==> src/rtl/vga_pkg.sv <==
`default_nettype none
// +----------------------------------------------------------------------------+
// | vga_pkg : shared timing constants and arbiter state type for the VGA path  |
// | Revision : 1.0                                                             |
// +----------------------------------------------------------------------------+
package vga_pkg;

   localparam int c_display_height = 480;
   localparam int c_v_total        = 525;
   localparam int c_guard_lines    = 2;

   typedef enum logic [1:0] {
      CLOSED = 2'd0,
      IDLE   = 2'd1,
      GRANT  = 2'd2
   } arb_state_t;

endpackage
`default_nettype wire

==> src/rtl/vblank_access_arbiter_if.sv <==
`default_nettype none
// +----------------------------------------------------------------------------+
// | vblank_access_arbiter_if : request / release / grant bundle of the arbiter |
// | Revision : 1.0                                                             |
// +----------------------------------------------------------------------------+
interface vblank_access_arbiter_if #(
   parameter int NUM_REQ = 4
);
   logic [NUM_REQ-1:0] req_in;
   logic [NUM_REQ-1:0] done_in;
   logic [NUM_REQ-1:0] grant_out;

   modport master (output req_in, output done_in, input grant_out);
   modport slave  (input req_in, input done_in, output grant_out);
endinterface
`default_nettype wire

==> src/rtl/vblank_access_arbiter_rr_pick.sv <==
`default_nettype none
// +----------------------------------------------------------------------------+
// | rr_pick : combinational round-robin picker, search starts after i_last     |
// | Revision : 1.0                                                             |
// +----------------------------------------------------------------------------+
module rr_pick #(
   parameter int NUM_REQ = 4,
   parameter int IDX_W   = $clog2(NUM_REQ)
) (
   input  wire logic [NUM_REQ-1:0] i_req,
   input  wire logic [IDX_W-1:0]   i_last,
   output logic      [NUM_REQ-1:0] o_onehot,
   output logic      [IDX_W-1:0]   o_idx,
   output logic                    o_valid
);

   localparam logic [IDX_W:0] c_num_req = (IDX_W+1)'(NUM_REQ);

   logic [IDX_W:0] w_cand;

   always_comb begin
      o_onehot = '0;
      o_idx    = '0;
      o_valid  = 1'b0;
      w_cand   = '0;
      // Candidate (last + k) mod NUM_REQ; one extra bit avoids overflow before the wrap.
      for (int k = 1; k <= NUM_REQ; k++) begin
         w_cand = {1'b0, i_last} + (IDX_W+1)'(k);
         if (w_cand >= c_num_req) begin
            w_cand = w_cand - c_num_req;
         end
         if (!o_valid && i_req[w_cand[IDX_W-1:0]]) begin
            o_valid                       = 1'b1;
            o_idx                         = w_cand[IDX_W-1:0];
            o_onehot[w_cand[IDX_W-1:0]]   = 1'b1;
         end
      end
   end

endmodule
`default_nettype wire

==> src/rtl/vblank_access_arbiter.sv <==
`default_nettype none
// +----------------------------------------------------------------------------+
// | vblank_access_arbiter : grants the state-BRAM write port only during       |
// | vertical blanking; frame counter / frame-start pulse. Optional per-window  |
// | grant statistics enabled by macro VBLANK_ARB_STATS_EN.                     |
// | Revision : 1.0                                                             |
// +----------------------------------------------------------------------------+
module vblank_access_arbiter
   import vga_pkg::*;
#(
   parameter int NUM_REQ        = 4,
   parameter int DISPLAY_HEIGHT = c_display_height,
   parameter int V_TOTAL        = c_v_total,
   parameter int GUARD_LINES    = c_guard_lines,
   parameter int MAX_HOLD       = 1024
) (
   input  wire logic               vclock_in,
   input  wire logic               rst_n_in,
   input  wire logic [9:0]         vcount_in,
   vblank_access_arbiter_if.slave  arb,
   output logic                    window_out,
   output logic                    frame_start_out,
   output logic [15:0]             frame_count_out,
   output logic                    overrun_out
`ifdef VBLANK_ARB_STATS_EN
   ,
   output logic [7:0]                   grants_last_frame_out,
   output logic [$clog2(NUM_REQ)-1:0]   busiest_req_out
`endif
);

   localparam int c_idx_w  = $clog2(NUM_REQ);
   localparam int c_hold_w = $clog2(MAX_HOLD);

   localparam logic [9:0]          c_win_open  = 10'(DISPLAY_HEIGHT);
   localparam logic [9:0]          c_win_close = 10'(V_TOTAL - GUARD_LINES);
   localparam logic [c_hold_w-1:0] c_hold_last = c_hold_w'(MAX_HOLD - 1);
   localparam logic [c_idx_w-1:0]  c_owner_rst = c_idx_w'(NUM_REQ - 1);

   arb_state_t           r_state;
   arb_state_t           w_state_nxt;
   logic [c_idx_w-1:0]   r_owner;
   logic [c_idx_w-1:0]   w_owner_nxt;
   logic [c_hold_w-1:0]  r_hold;
   logic [c_hold_w-1:0]  w_hold_nxt;
   logic [NUM_REQ-1:0]   r_grant;
   logic [NUM_REQ-1:0]   w_grant_nxt;
   logic                 r_window;
   logic                 r_frame_start;
   logic                 w_frame_start_nxt;
   logic [15:0]          r_frame_count;
   logic                 r_overrun;
   logic                 w_overrun_nxt;
   logic                 w_open;
   logic                 w_close;
   logic                 w_issue;
   logic                 w_window;
   logic                 w_release;

   logic [NUM_REQ-1:0]   w_pick_onehot;
   logic [c_idx_w-1:0]   w_pick_idx;
   logic                 w_pick_valid;

   assign w_window = (vcount_in >= c_win_open) && (vcount_in < c_win_close);

   rr_pick #(
      .NUM_REQ (NUM_REQ),
      .IDX_W   (c_idx_w)
   ) u_rr_pick (
      .i_req    (arb.req_in),
      .i_last   (r_owner),
      .o_onehot (w_pick_onehot),
      .o_idx    (w_pick_idx),
      .o_valid  (w_pick_valid)
   );

   assign w_release = arb.done_in[r_owner] || !arb.req_in[r_owner] || (r_hold == c_hold_last);

   always_comb begin
      w_state_nxt       = r_state;
      w_owner_nxt       = r_owner;
      w_hold_nxt        = r_hold;
      w_grant_nxt       = r_grant;
      w_frame_start_nxt = 1'b0;
      w_overrun_nxt     = r_overrun;
      w_open            = 1'b0;
      w_close           = 1'b0;
      w_issue           = 1'b0;
      case (r_state)
         CLOSED: begin
            if (w_window) begin
               w_state_nxt       = IDLE;
               w_frame_start_nxt = 1'b1;
               w_open            = 1'b1;
            end
         end
         IDLE: begin
            if (!w_window) begin
               w_state_nxt = CLOSED;
               w_close     = 1'b1;
            end else if (w_pick_valid) begin
               w_state_nxt = GRANT;
               w_grant_nxt = w_pick_onehot;
               w_owner_nxt = w_pick_idx;
               w_hold_nxt  = '0;
               w_issue     = 1'b1;
            end
         end
         GRANT: begin
            // Window closing wins over a same-cycle normal release.
            if (!w_window) begin
               w_state_nxt   = CLOSED;
               w_grant_nxt   = '0;
               w_overrun_nxt = 1'b1;
               w_close       = 1'b1;
            end else if (w_release) begin
               w_state_nxt = IDLE;
               w_grant_nxt = '0;
            end else begin
               w_hold_nxt = r_hold + c_hold_w'(1);
            end
         end
         default: begin
            w_state_nxt = CLOSED;
            w_grant_nxt = '0;
         end
      endcase
   end

   always_ff @(posedge vclock_in or negedge rst_n_in) begin
      if (!rst_n_in) begin
         r_state       <= CLOSED;
         r_owner       <= c_owner_rst;
         r_hold        <= '0;
         r_grant       <= '0;
         r_window      <= 1'b0;
         r_frame_start <= 1'b0;
         r_frame_count <= '0;
         r_overrun     <= 1'b0;
      end else begin
         r_state       <= w_state_nxt;
         r_owner       <= w_owner_nxt;
         r_hold        <= w_hold_nxt;
         r_grant       <= w_grant_nxt;
         r_window      <= (w_state_nxt != CLOSED);
         r_frame_start <= w_frame_start_nxt;
         r_overrun     <= w_overrun_nxt;
         if (w_open) begin
            r_frame_count <= r_frame_count + 16'd1;
         end
      end
   end

   assign arb.grant_out       = r_grant;
   assign window_out          = r_window;
   assign frame_start_out     = r_frame_start;
   assign frame_count_out     = r_frame_count;
   assign overrun_out         = r_overrun;

`ifdef VBLANK_ARB_STATS_EN
   logic [7:0]          r_win_grants;
   logic [7:0]          r_req_grants [NUM_REQ];
   logic [7:0]          r_grants_last;
   logic [c_idx_w-1:0]  r_busiest;
   logic [c_idx_w-1:0]  w_busiest;
   logic [7:0]          w_best_cnt;

   // Strict compare keeps the lowest index on ties.
   always_comb begin
      w_busiest  = '0;
      w_best_cnt = r_req_grants[0];
      for (int k = 1; k < NUM_REQ; k++) begin
         if (r_req_grants[k] > w_best_cnt) begin
            w_best_cnt = r_req_grants[k];
            w_busiest  = c_idx_w'(k);
         end
      end
   end

   always_ff @(posedge vclock_in or negedge rst_n_in) begin
      if (!rst_n_in) begin
         r_win_grants  <= '0;
         r_grants_last <= '0;
         r_busiest     <= '0;
         for (int k = 0; k < NUM_REQ; k++) begin
            r_req_grants[k] <= '0;
         end
      end else begin
         if (w_open) begin
            r_win_grants <= '0;
            for (int k = 0; k < NUM_REQ; k++) begin
               r_req_grants[k] <= '0;
            end
         end else if (w_issue) begin
            if (r_win_grants != 8'hFF) begin
               r_win_grants <= r_win_grants + 8'd1;
            end
            if (r_req_grants[w_pick_idx] != 8'hFF) begin
               r_req_grants[w_pick_idx] <= r_req_grants[w_pick_idx] + 8'd1;
            end
         end
         if (w_close) begin
            r_grants_last <= r_win_grants;
            r_busiest     <= w_busiest;
         end
      end
   end

   assign grants_last_frame_out = r_grants_last;
   assign busiest_req_out       = r_busiest;
`endif

endmodule
`default_nettype wire
==> src/flat_wrapper.sv <==
// flat-port wrapper written by rule: the top's interface ports become plain ports
module vblank_access_arbiter_flat import vga_pkg::*;
#(
   parameter int NUM_REQ        = 4,
   parameter int DISPLAY_HEIGHT = c_display_height,
   parameter int V_TOTAL        = c_v_total,
   parameter int GUARD_LINES    = c_guard_lines,
   parameter int MAX_HOLD       = 1024
)
  (vclock_in, rst_n_in, vcount_in, window_out, frame_start_out, frame_count_out, overrun_out, arb_req_in, arb_done_in, arb_grant_out);
  vblank_access_arbiter_if #(.NUM_REQ(NUM_REQ)) arb_i ();
  input  wire logic vclock_in;
  input  wire logic rst_n_in;
  input  wire logic [9:0] vcount_in;
  output logic window_out;
  output logic frame_start_out;
  output logic [15:0] frame_count_out;
  output logic overrun_out;
  input wire logic [$bits(arb_i.req_in)-1:0] arb_req_in;
  input wire logic [$bits(arb_i.done_in)-1:0] arb_done_in;
  output wire logic [$bits(arb_i.grant_out)-1:0] arb_grant_out;
  assign arb_i.req_in = arb_req_in;
  assign arb_i.done_in = arb_done_in;
  assign arb_grant_out = arb_i.grant_out;
  vblank_access_arbiter #(.NUM_REQ(NUM_REQ), .DISPLAY_HEIGHT(DISPLAY_HEIGHT), .V_TOTAL(V_TOTAL), .GUARD_LINES(GUARD_LINES), .MAX_HOLD(MAX_HOLD)) u_core (.vclock_in(vclock_in), .rst_n_in(rst_n_in), .vcount_in(vcount_in), .arb(arb_i), .window_out(window_out), .frame_start_out(frame_start_out), .frame_count_out(frame_count_out), .overrun_out(overrun_out));
endmodule
==> config.mk <==
export PLATFORM = sky130hd
export DESIGN_NAME = vblank_access_arbiter_flat
export DESIGN_NICKNAME = d
export VERILOG_FILES = /design/src/rtl/vga_pkg.sv /design/src/rtl/vblank_access_arbiter_if.sv /design/src/rtl/vblank_access_arbiter_rr_pick.sv /design/src/rtl/vblank_access_arbiter.sv /design/src/flat_wrapper.sv
export SDC_FILE = /design/constraint.sdc
export NUM_CORES = 1
export LEC_CHECK = 0
export ABC_AREA = 0
export BUFFER_PORTS_ARGS = -buffer_cell sky130_fd_sc_hd__buf_2
export CAP_MARGIN = 10
export CORE_MARGIN = 3
export CORE_UTILIZATION = 55
export CTS_CLUSTER_SIZE = 20
export DETAILED_ROUTE_END_ITERATION = 16
export PLACE_DENSITY = 0.79
export SETUP_SLACK_MARGIN = 0.05
export SLEW_MARGIN = 20
export SYNTH_ARGS = -nofsm -noshare
export SYNTH_HDL_FRONTEND = slang
export SYNTH_SLANG_ARGS = --single-unit
==> constraint.sdc <==
create_clock -name vclock_in -period 3.55 [get_ports vclock_in]
set_clock_uncertainty 0.05 [all_clocks]
set_input_delay 0.1775 -clock vclock_in [delete_from_list [all_inputs] [get_ports vclock_in]]
set_output_delay 0.1775 -clock vclock_in [all_outputs]
set_load 0.02 [all_outputs]
# == After elaboration in Yosys (flattened, before gate mapping) ==
# Index checks and enable logic that the tools add are counted.
# totals
regBits,37
out_inout_bits,23
# op_classes
n_addsub,10
n_lt_le_gt_ge,15
n_eq_ne,8
mux,54
bitwise_logic,5
reduce_logical,21
# op_table
op,count
$mux 10,4
$mux 4,8
$mux 2,13
$pmux 10 s2,1
$add 16x1->16 const B,1
$mux 1,16
$lt 2x3->1 const B,5
$bmux 1 s2,6
$ge 3x3->1 const B,4
$or 4x4->4,3
$pmux 4 s3,1
$add 10x1->10 const B,1
$eq 10x10->1 const B,1
$ge 10x9->1 const B,1
$lt 10x10->1 const B,1
$demux 1 s2,4
$ge 2x1->1 const B,4
$logic_and 1x1->1,8
$sub 2x1->2 const B,4
$add 2x2->3 const B,2
$pmux 2 s3,1
$reduce_and 5->1,1
$logic_not 1->1,4
$ne 2x1->1 const B,2
13 further kinds,17

# == Depth between registers and ports, before layout ==
# Gate-level depths: netlist (run 1).
# depth
word_depth,19
mapped_depth,9

# == By module ==
# A second synthesis (run 1) with hierarchy kept.
# hier_totals
hier_cells,241
area_unflattened_um2,2424.8
# by_module_without_submodules
module,n_inst,cells_per_inst,area_per_inst_um2,seq_area_each_um2
vblank_access_arbiter,1,173,1899.3,928.4
rr_pick,1,68,525.5,0.0

# == Worst setup path before layout (run 1) ==
# No wires, ideal clock.
# synth_timing
kind,reg2reg
from,reg u_core.r_owner[0]
to,reg u_core.r_hold[2]
t_arrival_ps,2702
t_required_ps,3434
setup_slack_ps,732
path_stages_with_launch,9
n_path_buf,1
synth_period_minus_slack_ps,2818
path_cell_list,dfstp_2 > buf_6 > inv_1 > ha_1 > mux4_2 > or4_4 > o211a_1 > or4_1 > nand2_1
# synth_between
elab_chain_cells,17
elab_cells_between_ends,44
cone_classes,add/sub (8); order compare (4); eq/ne (2); mux (20); reduce/logical (10)
# synth_rtl
element,line,text
from (decl),vblank_access_arbiter.sv:42,logic [c_idx_w-1:0] r_owner;
from (signal assigned),vblank_access_arbiter.sv:133,r_owner <= c_owner_rst;
from (signal assigned),vblank_access_arbiter.sv:142,r_owner <= w_owner_nxt;
$add 2x1->3,vblank_access_arbiter_rr_pick.sv:28,"w_cand = {1'b0, i_last} + (IDX_W+1)'(k);"
$ge 3x3->1 / $sub 2x1->2 (equally long branches),"vblank_access_arbiter_rr_pick.sv:29, vblank_access_arbiter_rr_pick.sv:30",
$mux 2,vblank_access_arbiter_rr_pick.sv:29,if (w_cand >= c_num_req) begin
$bmux 1 s2,vblank_access_arbiter_rr_pick.sv:32,if (!o_valid && i_req[w_cand[IDX_W-1:0]]) begin
$mux 1 (not written as such),vblank_access_arbiter_rr_pick.sv:32,
$mux 1,vblank_access_arbiter_rr_pick.sv:32,
$logic_not 1->1,vblank_access_arbiter_rr_pick.sv:32,
$logic_and 1x1->1,vblank_access_arbiter_rr_pick.sv:32,
$mux 1,vblank_access_arbiter_rr_pick.sv:32,
$logic_not 1->1,vblank_access_arbiter_rr_pick.sv:32,
$logic_and 1x1->1,vblank_access_arbiter_rr_pick.sv:32,
$mux 1,vblank_access_arbiter_rr_pick.sv:32,
$logic_not 1->1,vblank_access_arbiter_rr_pick.sv:32,
$logic_and 1x1->1,vblank_access_arbiter_rr_pick.sv:32,
$mux 1,vblank_access_arbiter_rr_pick.sv:32,
$ne 2x2->1 (no line),--,
$reduce_and 5->1 (no line) *,--,
to (signal assigned),vblank_access_arbiter.sv:143,r_hold <= w_hold_nxt;
to (decl),vblank_access_arbiter.sv:44,logic [c_hold_w-1:0] r_hold;
# Mark *: on every way between the ends. The rest lies on a longest branch, timed or not. The select of a mux whose other input is x is not followed.
# A chain may end at the register's enable or synchronous reset.

# == Final worst setup path (run 1) ==
# Same ends and word-level chain as after synthesis.

==> results.json, run 1 <==
{
  "holdCritStartpoint": "arb_req_in[3]",
  "dr_total_vias": 1849,
  "antenna_cells": 0,
  "io_pins": 43,
  "endpoint_kind": "register",
  "synthFlopType": "dfrtp_1",
  "synth_top_area_frac": 0.393,
  "synth_cells": 220,
  "crit_path_max_incr_delay_ps": 720,
  "detail_route.wl_per_cell_um": 15.0,
  "p_leak_nw": 1.21,
  "synth-seq-cells": 37,
  "antenna_found_initial": 0,
  "die-area_um2": 4850,
  "cts_buffers": 5,
  "grt_pass1_vias": 1746,
  "ant_nets": 0,
  "yosysTopAreaCell": "dfrtp_1",
  "cts_tree": "yes",
  "fill_cells": 303,
  "path_clk_slew_ps": 70,
  "yosysWarnings": 0,
  "synth-edff-count": 0,
  "setup_ws_ps": 410,
  "pre_cts_ws_ps": 430,
  "vias_per_cell": 5.91,
  "drt-pass1-iter-count": 4,
  "clock-root-buffer": "clkbuf_8",
  "clock_sinks": 37,
  "syn_to_final_growth_pct": 15.8,
  "first_iter_violations": 180,
  "clockPowerShare": 0.319,
  "critPathKind": "register to register",
  "die_h_um": 69.7,
  "finalCritPeriodShare": 0.885,
  "netSwitchingPower_uw": 274,
  "start_util": 0.591,
  "drv_slew": 0,
  "cts_resized": 0,
  "io_buffers": 42,
  "yosysMostFrequentCell": "dfrtp_1",
  "cts_buffer_depth": 2,
  "rows": 22,
  "grt_pass1_wl_um": 8240,
  "switching_share": 0.290,
  "layout.nets": 295,
  "synth.yosys.seq_area_share": 0.416,
  "worstReg2RegStart": "u_core.r_owner[0]",
  "drive_gt1_frac": 0.249,
  "synth_fp_nets": 250,
  "worstMarginPinSlew_ps": 808,
  "hpwl_um": 3480,
  "ys_types": 44,
  "power.internal_uw": 670,
  "critPathArrivalTime_ps": 3330,
  "fin_crit_ps": 3140,
  "maxSlewHeadroom": 0.461,
  "synth_area_leaders": "dfrtp_1, ha_1, mux4_2, xor2_1, nand2_1",
  "critPathSlowestCell": "dfstp_2",
  "outcome": "complete, no violations",
  "critical_path_required_ps": 3740,
  "power_density_nw_per_um2": 366,
  "hp-class": "input port to register",
  "core_area_um2": 3770,
  "finalHoldWorstSlack_ps": 395,
  "avgSynthCellArea_um2": 10.1,
  "netlist_top_cells_count": "dfrtp_1, nand2_1, inv_1, nor2_1, o21ai_0",
  "start_kind": "register",
  "gp_congestion": 0.829,
  "grtUsageTotal": 0.210,
  "synth_area_um2": 2230,
  "ir_drop_mv": 0.231,
  "postSynth.asyncResetShare": 1.00,
  "hold_viol": 0,
  "drc": 0,
  "overflow": 0,
  "routed_wl_um": 4710,
  "drv_cap": 0,
  "combPwrFrac": 0.182,
  "grt_start_max_net_pins": 38,
  "setup.worst_path.start": "u_core.r_owner[0]",
  "final-setup-viol-count": 0,
  "path_cells": "inv_1 > ha_1 > mux4_2 > or4_4 > o211a_1 > or4_1 > nand2_1",
  "seqPwrFrac": 0.499,
  "htree_levels": 2,
  "fin_tns_setup_ps": 0,
  "insertion_delay_ps": 290,
  "max_freq_mhz": 318,
  "rsz0062_at_grt": "false",
  "die_x_um": 69.7,
  "cp_max_fo": 15
}
through the flow:
| stage | total power, mW | area (um^2) | utilization | cells |
|---|---|---|---|---|
| finish | 0.944 | 2580 | 0.685 | 313 |
| global route | 0.992 | 2580 | 0.685 | 313 |
| CTS | 0.953 | 2580 | 0.685 | 313 |
| detailed placement | 0.648 | 2480 | 0.658 | 305 |
| global placement | 0.641 | 2480 | 0.658 | 305 |
| floorplan | 0.583 | 2230 | - | 220 |
sequential cells by signal, indices dropped and copies added (netlist names):
name / flops
u_core.arb.grant_out: 4
u_core.frame_count_out: 16
u_core.frame_start_out: 1
u_core.overrun_out: 1
u_core.r_hold: 10
u_core.r_owner: 2
u_core.r_state: 2
u_core.window_out: 1
cell type report:
cell class                      count  area [um^2]  area share
Sequential cell                    37          928       0.359
Tap cell                           48         60.1      0.0233
Inverter                           13         48.8      0.0189
Clock inverter                      1         7.51     0.00291
Multi-Input combinational cell    162         1210       0.469
Timing Repair Buffer               46          243      0.0940
Clock buffer                        6         82.6      0.0320
logic make-up after synthesis:
group | count (synthesis) | synth area share
AO/OA/AOI/OAI | 52 | 0.176
XOR/XNOR | 16 | 0.0628
adder cells (fa/ha/maj) | 10 | 0.0561
buffers and inverters | 21 | 0.0398
flip-flops | 37 | 0.416
multiplexers | 8 | 0.0645
AND/OR/NAND/NOR | 76 | 0.184
path summary, 6_finish.rpt:
| kind | endpoint | slack, ps | cells after the start |
|---|---|---|---|
| max in group asynchronous | u_core.r_state[0] | 2480 | 2 |
| hold / removal | u_core.r_owner[1] | 390 | 4 |
| setup / recovery | u_core.r_hold[2] | 410 | 7 |
| setup reg to reg | u_core.r_hold[2] | 410 | 7 |
| hold reg to reg | u_core.frame_count_out[15] | 410 | 1 |
| min in group asynchronous | u_core.r_hold[0] | 460 | 2 |
worst max-delay path, delay by kind of cell, from the launching register on:
kind,cells,cell delay [ps]
adder cells (fa/ha/maj),1,410
flip-flops,1,720
AND/OR/NAND/NOR,3,1100
AO/OA/AOI/OAI,1,160
multiplexers,1,460
buffers and inverters,1,180
power groups by stage:
stage / clock network [mW] / registers [mW] / logic, mW
2_1_floorplan: 0 / 0.495 / 0.0887
6_report: 0.302 / 0.471 / 0.172
4_1_cts: 0.310 / 0.471 / 0.172
5_1_grt: 0.327 / 0.477 / 0.189
3_5_place_dp: 0 / 0.479 / 0.170
3_3_place_gp: 0 / 0.477 / 0.163
placed cells by master (no fill, tap or decap), types with 6 or more instances in the layout:
cell      instances
buf_2            42
a221oi_1          6
o21ai_0          11
o31ai_1           6
ha_1             10
inv_1            13
or4_1             7
nand3_1           7
nor2_1           13
xnor2_1           6
nor3_1            8
xor2_1           10
clkbuf_8          6
nor2b_1           7
a21oi_1           8
dfrtp_1          35
nand2_1          15
per-layer routing:
layer,share of wire,vias up,global-route usage
met2,0.50,50,0.340
met5,0,-,0
met1,0.44,891,0.280
met3,0.046,6,0.0362
li1,-,902,-
met4,0.013,0,0.0851
repair_timing:
action	CTS	global route
buffers inserted	0	0
hold endpoints to repair	35	0
setup endpoints to repair	0	0
hold buffers	1	0
(Power assumes the default switching activity.)
==> inputs of run 2 (changes only) <==
==> constraint.sdc (replaced) <==
create_clock -name vclock_in -period 3 [get_ports vclock_in]
set_clock_uncertainty 0.05 [all_clocks]
set_input_delay 0.15 -clock vclock_in [delete_from_list [all_inputs] [get_ports vclock_in]]
set_output_delay 0.15 -clock vclock_in [all_outputs]
set_load 0.02 [all_outputs]
==> results.json, run 2 (same netlist as run 1, synthesis figures left out) <==
{
  "outcome": "complete, no violations",
  "power_density_nw_per_um2": 420,
  "fin_crit_ps": 2780,
  "fill_cells": 304,
  "holdCritStartpoint": "arb_req_in[2]",
  "vias_per_cell": 5.96,
  "worstMarginPinSlew_ps": 804,
  "max_freq_mhz": 360,
  "critPathKind": "register to register",
  "dr_total_vias": 1888,
  "hpwl_um": 3490,
  "rows": 22,
  "critPathArrivalTime_ps": 2960,
  "io_pins": 43,
  "grt_pass1_vias": 1846,
  "final_util": 0.692,
  "clockPowerShare": 0.302,
  "drv_cap": 0,
  "grt_util_met2": 0.332,
  "layout.nets": 298,
  "cts_buffer_depth": 2,
  "p_leak_nw": 1.23,
  "die_x_um": 69.7,
  "hold-path-endpoint": "u_core.r_owner[1]",
  "grtUsageTotal": 0.208,
  "die-area_um2": 4850,
  "r2r_setup_slack_ps": 220,
  "grt_busiest_layer": "met2",
  "rsz0062_at_grt": "false",
  "core_area_um2": 3770,
  "clock_sinks": 37,
  "switching_share": 0.289,
  "finalHoldWorstSlack_ps": 329,
  "largest_reg_flops": 16,
  "grt_util_met1": 0.274,
  "overflow": 0,
  "htree_levels": 2,
  "cts_tree": "yes",
  "setup_ws_ps": 221,
  "cp_max_fo": 9,
  "maxSlewHeadroom": 0.464,
  "start_util": 0.591,
  "drive_gt1_frac": 0.260,
  "routed_wl_um": 4720,
  "die_h_um": 69.7,
  "mostFrequentLayoutCells": "buf_2, dfrtp_1, nand2_1",
  "use_met3": 0.0522,
  "detail_route.wl_per_cell_um": 14.9,
  "finalCritPeriodShare": 0.926,
  "netSwitchingPower_uw": 317,
  "cts_buffers": 5,
  "hp-class": "input port to register",
  "power.internal_uw": 780,
  "drt-pass1-iter-count": 4,
  "clock-root-buffer": "clkbuf_8",
  "grt_pass1_wl_um": 8300,
  "endpoint_kind": "register",
  "antenna_found_initial": 0,
  "drc": 0,
  "start_kind": "register",
  "critical_path_required_ps": 3180,
  "gp_congestion": 0.859,
  "antenna_cells": 0,
  "drv_slew": 0,
  "final_common_cell": "buf_2",
  "setup.worst_path.start": "u_core.r_owner[1]",
  "pre_cts_ws_ps": 158,
  "ir_drop_mv": 0.299,
  "fin_tns_setup_ps": 0,
  "ant_nets": 0,
  "grt_start_max_net_pins": 38,
  "final-setup-viol-count": 0,
  "reg2regPathDepth": 7,
  "insertion_delay_ps": 290,
  "combPwrFrac": 0.193,
  "seq_area_um2": 928,
  "r2r-end": "u_core.r_hold[2]",
  "seqPwrFrac": 0.505,
  "syn_to_final_growth_pct": 17.1,
  "min_path_cells": 4,
  "path_clk_slew_ps": 70,
  "multi_input_area_um2": 1230,
  "worstReg2RegStart": "u_core.r_owner[1]",
  "hold_viol": 0,
  "first_iter_violations": 147,
  "io_buffers": 42
}
==> run 2: per-stage QoR <==
| stage | std cells | power, mW | instance area [um^2] |
|---|---|---|---|
| after floorplan | 220 | 0.690 | 2230 |
| after global placement | 308 | 0.764 | 2500 |
| after detailed placement | 308 | 0.771 | 2500 |
| after CTS | 317 | 1.10 | 2600 |
| after global routing | 317 | 1.16 | 2610 |
| final | 317 | 1.10 | 2610 |
==> run 2: worst max-delay path by stage <==
stage          depth (start not counted)  slack (ps)               end
3_3_place_gp                           7         220  u_core.r_hold[2]
4_1_cts                                7         150  u_core.r_hold[2]
5_1_grt                                7          80  u_core.r_hold[2]
3_5_place_dp                           7         160  u_core.r_hold[2]
2_1_floorplan                          8         180  u_core.r_hold[2]
6_report                               7         220  u_core.r_hold[2]
==> run 2: layout make-up <==
class	instances	share of cell area
clock buffers	7	0.0292
clock inverters	1	0.00192
inverters	13	0.0187
multi-input cells	162	0.470
flip-flops and latches	37	0.356
well taps	48	0.0230
repair buffers	49	0.102
==> run 2: repair_timing <==
action                                 4_1_cts  5_1_grt
hold buffers                                 1        0
setup endpoints to repair                    0        1
resized for setup                            0        1
buffers inserted                             0        0
endpoints found under the hold margin       35        0
==> run 2: power groups by stage <==
stage	Sequential, mW	Clock, mW	Combinational, mW
after global placement	0.562	0	0.201
after CTS	0.554	0.339	0.210
after global routing	0.560	0.363	0.235
after detailed placement	0.563	0	0.209
final	0.554	0.331	0.212
after floorplan	0.585	0	0.105
==> run 2: worst max-delay path: stages, from the launching register on <==
cell     delay [ps]
dfstp_2         630
inv_1           150
ha_4            320
mux4_2          320
or4_4           550
o211a_1         160
or4_1           470
nand2_1          80
==> run 2: layer usage <==
metal	share of wire	routed length, um
met2	0.47	2230
met3	0.053	249
met1	0.46	2150
met5	0	0
met4	0.019	88
